File: src/rtl/rv32i_pkg.sv
// Shared RV32I core definitions: machine width, canonical NOP and fetch FSM states.
package rv32i_pkg;

    localparam int XLEN = 32;

    localparam logic [XLEN-1:0] NOP_INSTR = 32'h0000_0013;

    typedef enum logic [2:0] {
        IDLE  = 3'd0,
        REQ   = 3'd1,
        WAIT  = 3'd2,
        HOLD  = 3'd3,
        FAULT = 3'd4
    } fetch_state_e;

    function automatic logic [XLEN-1:0] word_align(input logic [XLEN-1:0] addr);
        return {addr[XLEN-1:2], 2'b00};
    endfunction

endpackage

File: src/rtl/instruction_fetch.sv
// RV32I fetch stage: owns the PC, issues word reads on the shared memory port and
// presents the fetched word to decode through a valid/ready instruction register.
module instruction_fetch
    import rv32i_pkg::*;
#(
    parameter logic [XLEN-1:0] RESET_PC = 32'h0000_0000
) (
    input  logic            clk,
    input  logic            rst_n,
    output logic            mem_req,
    output logic [XLEN-1:0] mem_addr,
    input  logic            mem_gnt,
    input  logic            mem_rvalid,
    input  logic [XLEN-1:0] mem_rdata,
    input  logic            redirect_valid,
    input  logic [XLEN-1:0] redirect_pc,
    output logic            instr_valid,
    input  logic            instr_ready,
    output logic [XLEN-1:0] instruction,
    output logic [XLEN-1:0] instr_pc,
    output logic            fetch_fault
);

    fetch_state_e    state;
    logic [XLEN-1:0] pc;
    logic [XLEN-1:0] pc_next;
    logic            discard;
    logic            outstanding;
    logic            redirect_misaligned;

    assign pc_next             = pc + 32'd4;
    assign redirect_misaligned = |redirect_pc[1:0];

    // A response is still owed if the request is granted now, or we are waiting
    // and it has not arrived this very cycle.
    always_comb begin
        outstanding = 1'b0;
        if (state == REQ && mem_gnt)
            outstanding = 1'b1;
        else if (state == WAIT && !mem_rvalid)
            outstanding = 1'b1;
    end

    always_ff @(posedge clk or negedge rst_n) begin
        if (!rst_n) begin
            state       <= IDLE;
            pc          <= RESET_PC;
            discard     <= 1'b0;
            mem_req     <= 1'b0;
            mem_addr    <= word_align(RESET_PC);
            instr_valid <= 1'b0;
            instruction <= NOP_INSTR;
            instr_pc    <= '0;
            fetch_fault <= 1'b0;
        end else if (redirect_valid) begin
            pc          <= redirect_pc;
            mem_addr    <= word_align(redirect_pc);
            instr_valid <= 1'b0;
            fetch_fault <= 1'b0;
            if (outstanding) begin
                discard <= 1'b1;
                mem_req <= 1'b0;
                state   <= WAIT;
            end else begin
                discard <= 1'b0;
                if (redirect_misaligned) begin
                    mem_req <= 1'b0;
                    state   <= FAULT;
                end else begin
                    mem_req <= 1'b1;
                    state   <= REQ;
                end
            end
        end else begin
            case (state)
                IDLE: begin
                    mem_req  <= 1'b1;
                    mem_addr <= word_align(pc);
                    state    <= REQ;
                end
                REQ: begin
                    if (mem_gnt) begin
                        mem_req <= 1'b0;
                        state   <= WAIT;
                    end
                end
                WAIT: begin
                    if (mem_rvalid) begin
                        if (discard) begin
                            // Stale response from before a redirect; pc already holds the target.
                            discard <= 1'b0;
                            if (|pc[1:0]) begin
                                state <= FAULT;
                            end else begin
                                mem_req  <= 1'b1;
                                mem_addr <= word_align(pc);
                                state    <= REQ;
                            end
                        end else begin
                            instruction <= mem_rdata;
                            instr_pc    <= pc;
                            instr_valid <= 1'b1;
                            state       <= HOLD;
                        end
                    end
                end
                HOLD: begin
                    if (instr_ready) begin
                        instr_valid <= 1'b0;
                        pc          <= pc_next;
                        mem_req     <= 1'b1;
                        mem_addr    <= word_align(pc_next);
                        state       <= REQ;
                    end
                end
                FAULT: begin
                    // Present a faulting NOP at the bad target until decode redirects us.
                    instr_valid <= 1'b1;
                    fetch_fault <= 1'b1;
                    instruction <= NOP_INSTR;
                    instr_pc    <= pc;
                end
                default: state <= IDLE;
            endcase
        end
    end

endmodule

File: config.mk
export PLATFORM = sky130hd
export DESIGN_NAME = instruction_fetch
export DESIGN_NICKNAME = d
export VERILOG_FILES = /design/src/rtl/rv32i_pkg.sv /design/src/rtl/instruction_fetch.sv
export SDC_FILE = /design/constraint.sdc
export NUM_CORES = 1
export LEC_CHECK = 0
export BUFFER_PORTS_ARGS = -buffer_cell sky130_fd_sc_hd__buf_2
export CORE_ASPECT_RATIO = 1.4
export CORE_UTILIZATION = 54
export DETAILED_ROUTE_END_ITERATION = 8
export PLACE_DENSITY = 0.81
export SLEW_MARGIN = 10
export SYNTH_ARGS = -nofsm -noshare
export SYNTH_HDL_FRONTEND = slang
export SYNTH_SLANG_ARGS = --single-unit
File: constraint.sdc
create_clock -name clk -period 4.45 [get_ports clk]
set_clock_uncertainty 0.1 [all_clocks]
set_input_delay 0.6675 -clock clk [delete_from_list [all_inputs] [get_ports clk]]
set_output_delay 0.6675 -clock clk [all_outputs]
set_load 0.02 [all_outputs]
# ---- Yosys cells after proc, flatten, opt, wreduce, memory -nomap -nowiden
# Cells that the tools add are included.
dict set report totals {
  ff_bits 135
  output_inout_bits 99
  wordCells 92
}
dict set report op_classes {
  add_sub_neg 1
  n_eq_ne 13
  n_mux 46
  bitwise_logic 1
  reduce_logical 22
}
# operator n
set ops {}
lappend ops {{2-to-1 mux 32 bit} 12}
lappend ops {{one-hot mux 32 bit (2 select lines)} 2}
lappend ops {{one-hot mux 32 bit (3 select lines)} 1}
lappend ops {{adder 32 x 3 -> 32 bit (second input constant)} 1}
lappend ops {{2-to-1 mux 3 bit} 8}
lappend ops {{2-to-1 mux 1 bit} 20}
lappend ops {{!= test 3 bit (second input constant)} 6}
lappend ops {{one-hot mux 3 bit (5 select lines)} 1}
lappend ops {{AND reduction 4 bit} 3}
lappend ops {{nonzero test 2 bit} 6}
lappend ops {{nonzero test 4 bit} 2}
lappend ops {{equality test 3 x 2 -> 1 bit (second input constant)} 2}
lappend ops {{!= test 2 bit (second input constant)} 3}
lappend ops {{AND reduction 6 bit} 1}
lappend ops {{AND reduction 5 bit} 1}
lappend ops {{nonzero test 5 bit} 1}
lappend ops {{one-hot mux 1 bit (4 select lines)} 1}
lappend ops {{AND reduction 2 bit} 2}
lappend ops {{OR reduction 2 bit} 2}
lappend ops {{equality test 3 x 1 -> 1 bit (second input constant)} 1}
lappend ops {{equality test 3 bit (second input constant)} 1}
lappend ops {{zero test 3 bit} 1}
lappend ops {{one-hot mux 1 bit (3 select lines)} 1}
lappend ops {{logical AND 1 bit} 2}
lappend ops {{other kinds (2)} 2}

# ---- Logic depth before layout (Yosys ltp)
dict set report logic_depth {
  depth_word 6
  ltp_mapped 8
  ltp_nobuf 6
}

# ---- Worst setup path before layout
# Ideal clock, no wire load.
dict set report synth_timing {
  kind {input -> register}
  from {input port redirect_valid}
  to {register instr_pc[10]}
  setup_time_ps 125
  arrival_time_ps 2058
  required_time_ps 4225
  slack_ps 2168
  path_stages 5
  path_buffers 2
  path_cell_list {clkbuf_1 inv_1 nand3_1 clkbuf_1 mux2_2}
}
dict set report synth_between {
  elab_chain_len 2
}
# item line
set synth_lines {}
lappend synth_lines {{from (decl)} instruction_fetch.sv:15} ;# input logic redirect_valid,
lappend synth_lines {{NOT 1 bit (no source line)} n/a}
lappend synth_lines {{AND reduction 4 bit (no source line)} n/a}
lappend synth_lines {{to (signal assigned)} instruction_fetch.sv:101} ;# instr_pc <= pc;
lappend synth_lines {{to (signal assigned)} instruction_fetch.sv:121} ;# instr_pc <= pc;
lappend synth_lines {{to (decl)} instruction_fetch.sv:20} ;# output logic [XLEN-1:0] instr_pc,
# Every way passes these cells.
# A chain may end at the register's enable or synchronous reset.

# ---- Worst setup path in the final report
dict set report layout_timing {
  from {register state[1]}
  to {register pc[12]}
}
dict set report layout_between {
  elab_chain_len 3
}
# item line
set layout_lines {}
lappend layout_lines {{from (decl)} instruction_fetch.sv:24} ;# fetch_state_e state;
lappend layout_lines {{from (signal assigned)} instruction_fetch.sv:46} ;# state <= IDLE;
lappend layout_lines {{from (signal assigned)} instruction_fetch.sv:63} ;# state <= WAIT;
lappend layout_lines {{from (signal assigned)} instruction_fetch.sv:68} ;# state <= FAULT;
lappend layout_lines {{equality test 3 x 2 -> 1 bit} instruction_fetch.sv:75} ;# case (state)
lappend layout_lines {{nonzero test 2 bit (no source line)} n/a}
lappend layout_lines {{AND reduction 2 bit (no source line)} n/a}
lappend layout_lines {{to (signal assigned)} instruction_fetch.sv:56} ;# pc <= redirect_pc;
lappend layout_lines {{to (signal assigned)} instruction_fetch.sv:110} ;# pc <= pc_next;
lappend layout_lines {{to (decl)} instruction_fetch.sv:25} ;# logic [XLEN-1:0] pc;
# Every way passes these cells.

==> metrics.cfg <==
[run_status]
status=finished clean

[cts]
cts.repair.resized=0
clock_sinks=133
htreeDepth=4
clock_path_buffers=2
path_clk_slew_ns=0.06
clockRootBuffer=clkbuf_16
cts_tree=built
cts_hold_buf=0
cts_setup_buffers=0
insertion_delay_ns=0.42
cts_inserted_buffers=17

[synthesis]
async_reset_ff_share_pct=100
synth-main-ff-cell=dfrtp_1
syn-mean-instance-area_um2=9.57
yosys-top-cells-area=dfrtp_1, mux2_2, nand2_1
syn_inst=712
synth_warnings=0
yosysTopAreaCellShare_pct=47.8
netlist_top_cells_count=dfrtp_1, nand2_1, o21ai_0
yosys.area.top_type=dfrtp_1
synth_area_um2=6810
synth.distinct_cells=60
ys_ff_latch=133
synth-edff-count=0
yosysSeqAreaShare_pct=48.9
synth.most_common_cell=dfrtp_1

[timing]
setup_ws_ns=1.59
layout_worst_path_cycle_share_pct=64.2
slew_headroom_pct=26.6
setup_viol=0
period_needed_ns=2.86
worst_slew_pin_slew_ns=1.10
finalHoldViolCount=0
rsz0062_at_grt=false
max_clock_freq_ghz=0.350
tns_ns=0
slew_violations=0

[finish]
drive_gt1_share_pct=29.9
diodes=0
syn2layout_area_growth_pct=22.0
fin_util_pct=67.5
finalNetCount=914
nFillCells=1007

[drt]
wl_per_cell_um=17.7
drt-total-wl_um=17800
dr_wl_met2_um=9030
drc=0
drtAntennaViolNets=0
top_layer_used=met4
drt_first_pass_iters=5
drt-initial-drc-count=481
dr_wl_met3_um=1160
met1_length_um=7200
vias=5895
viasPerCell=5.86

[placed_design]
pre_cts_ws_ns=1.31
hpwl_um=12100
port_buffers=166
gp_congestion=0.849

[pwr]
switching_share_pct=35.9
internal_power_mw=3.32
p_switching_mw=1.86
ir_worst_vdd_v=0.000350
clkPwrFrac_pct=30.6
combPwrFrac_pct=32.6
p_per_area_nw_per_um2=624
cellLeakagePower_nw=3.75
p_total_mw=5.18
pwr-share-seq_pct=36.7

[die]
die-area_um2=13100
die_w_um=96.9
coreArea_um2=12300
die_h_um=135
initial_utilization_pct=55.3
io-pin-count=169
fp-row-count=48

[setup_path]
rr_worst_depth=5
critPathKind=reg -> reg
path_max_fanout=20
r2r_slack_ns=1.59
r2r-end=pc[12]
r2r-start=state[1]
end_kind=flip-flop
crit_required_ns=4.66
crit_path_start_kind=flip-flop
arrival_ns=3.06

[global_routing]
antenna_found_initial=0
grt.total_usage_pct=27.8
grt_max_degree=73
grt_overflow=0
grt_pass1_wl_um=28600
grt_pass1_vias=5634

[flow_run]
cap_violations=0

[min_path]
hp-class=in -> async

[logic make-up (layout without fill, tap and decap cells)]
| kind of cell | count (synthesis) | count (layout) | share of synthesized area (%) |
|---|---|---|---|
| xor gates and xnor gates | 38 | 38 | 4.89 |
| AOI/OAI and AO/OA | 164 | 164 | 15.4 |
| and+or+nand+nor | 258 | 258 | 18.1 |
| DFF | 133 | 133 | 48.9 |
| adders and majority gates | 1 | 1 | 0.184 |
| buffers and inverters | 67 | 210 | 4.24 |
| other | 1 | 2 | 0.0551 |
| muxes | 50 | 50 | 8.19 |
[metrics by stage]
step	instance area [um^2]	hold WS [ns]	std cells
6_report	8310	0.224	1006
5_1_grt	8310	0.290	1006
4_1_cts	8310	0.261	1006
3_5_place_dp	7630	0.365	974
3_3_place_gp	7630	0.359	974
2_1_floorplan	6810	0.272	713
[worst max-delay path: stages (launching register included)]
cell	delay [ns]
dfrtp_1	0.66
nand4b_1	0.62
nor2_1	0.77
nand3_1	0.17
xnor2_1	0.16
mux2_2	0.26
[worst max path at each step]
stage	startpoint	endpoint
2_1_floorplan	redirect_valid	instr_pc[10]
3_3_place_gp	redirect_valid	mem_addr[16]
3_5_place_dp	redirect_valid	mem_addr[16]
4_1_cts	state[2]	instruction[24]
5_1_grt	state[2]	instruction[12]
6_report	state[1]	pc[12]
[power by group through the flow]
stage                     Combinational, mW  Clock [mW]  Sequential, mW
final                                  1.69        1.59            1.90
after global routing                   1.83        1.66            1.95
after CTS                              1.71        1.60            1.90
after detailed placement               1.69           0            1.92
after global placement                 1.66           0            1.91
after floorplan                       0.705           0            2.30
[registers in the layout, indices dropped and copies added, names as in the netlist]
name	flops
mem_req	1
instr_valid	1
state	3
fetch_fault	1
mem_addr	30
instr_pc	32
pc	32
discard	1
instruction	32
[cell usage in the layout (no fill, tap or decap), drive strengths merged, types with 5 or more instances in the layout]
cell type    n
nand4       16
nor3        19
xnor2       25
bufinv       6
a2bb2oi      5
a21oi       26
and4         5
clkinv       7
nor2        38
a21boi       8
xor2        13
buf        169
mux2        46
nor4         7
nand3       28
a31oi        9
and3         7
nand2b       7
dfrtp      130
o21a         7
o31ai        6
inv          8
o22a         6
clkbuf      19
o21ai       70
nand2      110
[per-layer routing]
layer	vias to the layer above	GRT usage (%)
met3	31	5.43
met1	2807	35.7
met4	0	12.3
li1	2781	-
met2	276	45.7
met5	-	0
[layout make-up]
class / instances / area (um^2) / share of cell area [%]
multi-input cells: 513 / 3210 / 38.7
inverters: 9 / 33.8 / 0.407
clock buffers: 19 / 443 / 5.33
repair buffers: 169 / 868 / 10.5
well taps: 150 / 188 / 2.26
clock inverters: 13 / 229 / 2.76
flip-flops and latches: 133 / 3330 / 40.1
(Power assumes the default switching activity.)
